[src/rtl/xor_parity_rx.sv]
// Serial receiver: start, 8 data bits LSB first, parity, stop (11 cycles per frame).
// Good frames go into a one-entry output buffer. Bad or dropped frames give a one-cycle error pulse.
module xor_parity_rx #(
  parameter logic PARITY_ODD = 1'b1
) (
  input  logic       clk,
  input  logic       reset,
  input  logic       in,
  input  logic       out_ready,
  output logic [7:0] out_byte,
  output logic       out_valid,
  output logic       parity_err,
  output logic       frame_err,
  output logic       overrun
);

  localparam logic [2:0] S_IDLE   = 3'd0;
  localparam logic [2:0] S_DATA   = 3'd1;
  localparam logic [2:0] S_PARITY = 3'd2;
  localparam logic [2:0] S_STOP   = 3'd3;
  localparam logic [2:0] S_WAIT   = 3'd4;

  logic [2:0] r_state;
  logic [2:0] r_cnt;
  logic [7:0] r_shift;
  logic       r_acc;
  logic [7:0] r_byte;
  logic       r_valid;
  logic       r_perr;
  logic       r_ferr;
  logic       r_ovr;

  logic w_stop;
  logic w_par_ok;
  logic w_good;
  logic w_load;
  logic w_pop;

  // The frame result is decided while the stop bit is on the line.
  // When the stop bit is 0, the frame error wins over a parity error.
  assign w_stop   = (r_state == S_STOP);
  assign w_par_ok = (r_acc == PARITY_ODD);
  assign w_good   = w_stop && in && w_par_ok;
  assign w_load   = w_good && (!r_valid || out_ready);
  assign w_pop    = r_valid && out_ready;

  always_ff @(posedge clk) begin
    if (reset) begin
      r_state <= S_IDLE;
      r_cnt   <= 3'd0;
      r_acc   <= 1'b0;
      r_shift <= 8'h00;
    end else begin
      case (r_state)
        S_IDLE: begin
          if (!in) begin
            r_state <= S_DATA;
            r_cnt   <= 3'd0;
            r_acc   <= 1'b0;
          end
        end
        S_DATA: begin
          r_shift <= {in, r_shift[7:1]};
          r_acc   <= r_acc ^ in;
          r_cnt   <= r_cnt + 3'd1;
          if (r_cnt == 3'd7) r_state <= S_PARITY;
        end
        S_PARITY: begin
          r_acc   <= r_acc ^ in;
          r_state <= S_STOP;
        end
        // A stop bit of 1 returns to IDLE, so a start bit on the next cycle is accepted.
        S_STOP:  r_state <= in ? S_IDLE : S_WAIT;
        S_WAIT:  if (in) r_state <= S_IDLE;
        default: r_state <= S_IDLE;
      endcase
    end
  end

  always_ff @(posedge clk) begin
    if (reset) begin
      r_byte  <= 8'h00;
      r_valid <= 1'b0;
      r_perr  <= 1'b0;
      r_ferr  <= 1'b0;
      r_ovr   <= 1'b0;
    end else begin
      r_ferr <= w_stop && !in;
      r_perr <= w_stop && in && !w_par_ok;
      r_ovr  <= w_good && r_valid && !out_ready;
      if (w_load) begin
        r_byte  <= r_shift;
        r_valid <= 1'b1;
      end else if (w_pop) begin
        r_valid <= 1'b0;
      end
    end
  end

  assign out_byte   = r_byte;
  assign out_valid  = r_valid;
  assign parity_err = r_perr;
  assign frame_err  = r_ferr;
  assign overrun    = r_ovr;

endmodule

[config.mk]
export PLATFORM = sky130hd
export DESIGN_NAME = xor_parity_rx
export DESIGN_NICKNAME = d
export VERILOG_FILES = /design/src/rtl/xor_parity_rx.sv
export SDC_FILE = /design/constraint.sdc
export NUM_CORES = 1
export LEC_CHECK = 0
export CAP_MARGIN = 20
export CORE_MARGIN = 1
export CORE_UTILIZATION = 56
export DETAILED_ROUTE_END_ITERATION = 10
export MAX_ROUTING_LAYER = met4
export PLACE_DENSITY_LB_ADDON = 0.08
export SYNTH_ARGS = -nofsm -noshare
export SYNTH_HDL_FRONTEND = slang
export SYNTH_SLANG_ARGS = --single-unit
[constraint.sdc]
create_clock -name clk -period 2.62 [get_ports clk]
set_clock_uncertainty 0.05 [all_clocks]
set_input_delay 0.262 -clock clk [delete_from_list [all_inputs] [get_ports clk]]
set_output_delay 0.262 -clock clk [all_outputs]
set_load 0.02 [all_outputs]
==> impl_metrics.tcl <==
set metrics [dict create \
    path_cells "clkdlybuf4s50_1" \
    final_hold_viol_count 0 \
    cts_htree_levels 1 \
    p_leak_uw 0.0004854 \
    outcome "complete, no violations" \
    ff_latch_area_sq_um 540.5 \
    ys_seq_area_share_pct 46.91 \
    cap_violations 0 \
    core_area_sq_mm 0.001942 \
    ys_top_cells_by_area "dfxtp_1 47%, mux2i_1 14%, nand2b_1 11%, nor2_1 2.9%, buf_4 2.6%" \
    dp_hpwl_mm 1.188 \
    drive_gt1_share_pct 7.143 \
    hold_buffers 0 \
    dp_cells 149 \
    hp-start "r_acc" \
    antenna_found_initial 0 \
    layout_common_cells "27 x dfxtp_1, 20 x nand2b_1, 16 x mux2i_1" \
    maxSlewViolCount 0 \
    rr_startpoint "r_state[0]" \
    fin_setup_tns_ps 0 \
    initial_core_util_pct 59.34 \
    grt_pass1_vias 623 \
    fp.dieH_um 47.36 \
    port-buffer-count 15 \
    r2r_slack_ps 1030 \
    peakVddDrop_uv 404.4 \
    critPathMaxStageDelay_ps 610 \
    clock_latency_ps 320 \
    criticalPathCategory "flip-flop to primary output" \
    finalWirelength_mm 1.757 \
    holdPathEnd "parity_err" \
    ant_nets 0 \
    grt_usage_pct 17.36 \
    drt_pass1_iterations 4 \
    ys_types 27 \
    period_needed_ps 1612 \
    power.density_mw_per_mm2 485.4 \
    drtIter0Drc 17 \
    die_area_sq_mm 0.002243 \
    fmax_ghz 0.6204 \
    ios 16 \
    synth.net_count 119 \
    cp.required_ps 2310 \
    antenna_cells 0 \
    wl_per_cell_um 11.48 \
    dr_total_vias 782 \
    grt_max_degree 34 \
    slowest_stage "clkdlybuf4s50_1" \
    yosys_warnings 0 \
    final_common_cell "dfxtp_1" \
    die_w_um 47.36 \
    ys_ff_latch 27 \
    hp-class "flip-flop to flip-flop" \
    reg2regPathDepth 4 \
    fillCellCount 170 \
    yosysTopAreaCell "dfxtp_1" \
    maxSlewHeadroom_pct 36.51 \
    tightest_slew_ps 949.4 \
    clk_pin_slew_ps 140 \
    viasPerCell 5.111 \
    cts_buffer_depth 2 \
    overflow 0 \
    startpoint_type "flip-flop" \
    syn-instance-count 113 \
    fin_crit_sh_pct 61.52 \
    cts_tree "built" \
    multi_input_area_sq_um 550.5 \
    crit_buf_inv 1 \
    critPathTopFamily "buffers and inverters" \
    area.growth.synth_to_final_pct 15.53 \
    num-nets-final 133 \
    crit_fanout 2 \
    crit_cells 1 \
    cts_root_buffer "clkbuf_4" \
    cp_data_arrival_time_ps 1300 \
    gp_congestion 0.6798 \
    avgSynthCellArea_sq_um 10.20 \
    synth_top_area_share_pct 46.91 \
    syn_area_sq_mm 0.001152 \
    setup_viol 0 \
    cts_sinks 27 \
    grt_pass1_wl_mm 2.663 \
    row_count 16 \
    end_kind "primary output" \
    remaining_drc_errors 0 \
    cts_made_buffers 3 \
    timing.rr.end "r_shift[4]" \
    instances_no_fill 153 \
    min_delay_path_depth 1 \
    cts_setup_buffers 0 \
    cts_resized 0 \
    rsz0062_at_grt "no" \
]
## flip-flops by register name, summed over array words and instances, names as in the netlist
| register | flops |
|---|---|
| parity_err | 1 |
| frame_err | 1 |
| out_valid | 1 |
| r_cnt | 3 |
| out_byte | 8 |
| r_state | 3 |
| overrun | 1 |
| r_acc | 1 |
| r_shift | 8 |
## Yosys cell counts (all sizes together)
cell / instances
dfxtp: 27
nand2b: 20
mux2i: 16
nor2: 9
buf: 6
nor3b: 4
a21oi: 3
clkbuf: 3
nand2: 3
nor4: 3
o31ai: 3
a211oi: 2
ha: 2
nand3b: 2
nor2b: 2
a31oi: 1
inv: 1
nor3: 1
nor4b: 1
o21a: 1
o22ai: 1
or3: 1
xor2: 1
## final cells by class
type	count	share of cell area [%]
timing repair buffer	18	12.97
clock buffer	3	1.692
clock inverter	1	0.5639
sequential	27	40.60
inverter	1	0.2820
multi-input combinational	76	41.35
tap	27	2.538
## power breakdown
part           internal (uW)  leakage (uW)  total [uW]  switching (uW)
Sequential               416      0.000218         422            6.53
Clock                   58.3     0.0000139         178             120
Combinational           23.8      0.000253        45.2            21.4
## how the worst max path moves through the flow
stage | start | end
6_report | out_byte[7] | out_byte[7]
5_1_grt | r_state[0] | r_shift[1]
3_5_place_dp | reset | r_cnt[1]
2_1_floorplan | r_state[2] | out_byte[0]
4_1_cts | out_byte[7] | out_byte[7]
3_3_place_gp | reset | r_cnt[2]
## per-layer routing
layer	global-route usage, %	vias to the layer above	routed length, um
met3	3.462	0	34
li1	-	416	-
met4	6.857	0	0
met2	24.66	10	809
met1	23.89	356	913
met5	-	-	0
## stage by stage
| step | setup WS [ps] | instance area (sq um) | total power [uW] | utilization, % | hold WS, ps |
|---|---|---|---|---|---|
| finish | 1008 | 1331 | 646.2 | 68.56 | 406.8 |
| global route | 869.8 | 1331 | 680.1 | 68.56 | 442.2 |
| CTS | 978.0 | 1331 | 656.2 | 68.56 | 409.5 |
| detailed placement | 790.5 | 1301 | 476.4 | 67.01 | 389.0 |
| global placement | 820.9 | 1301 | 475.3 | 67.01 | 390.3 |
| floorplan | 1341 | 1152 | 466.9 | - | 371.4 |
## logic make-up (layout without fill, tap and decap cells)
logic type	Yosys count	after routing	share of synthesized area [%]
xor+xnor	1	1	0.7602
flops	27	27	46.91
compound gates	11	11	6.298
mux	16	16	13.90
simple gates	46	46	24.65
fa+ha+maj	2	2	2.171
buf+inv	10	23	5.320
Power figures use the tool's default switching activity.
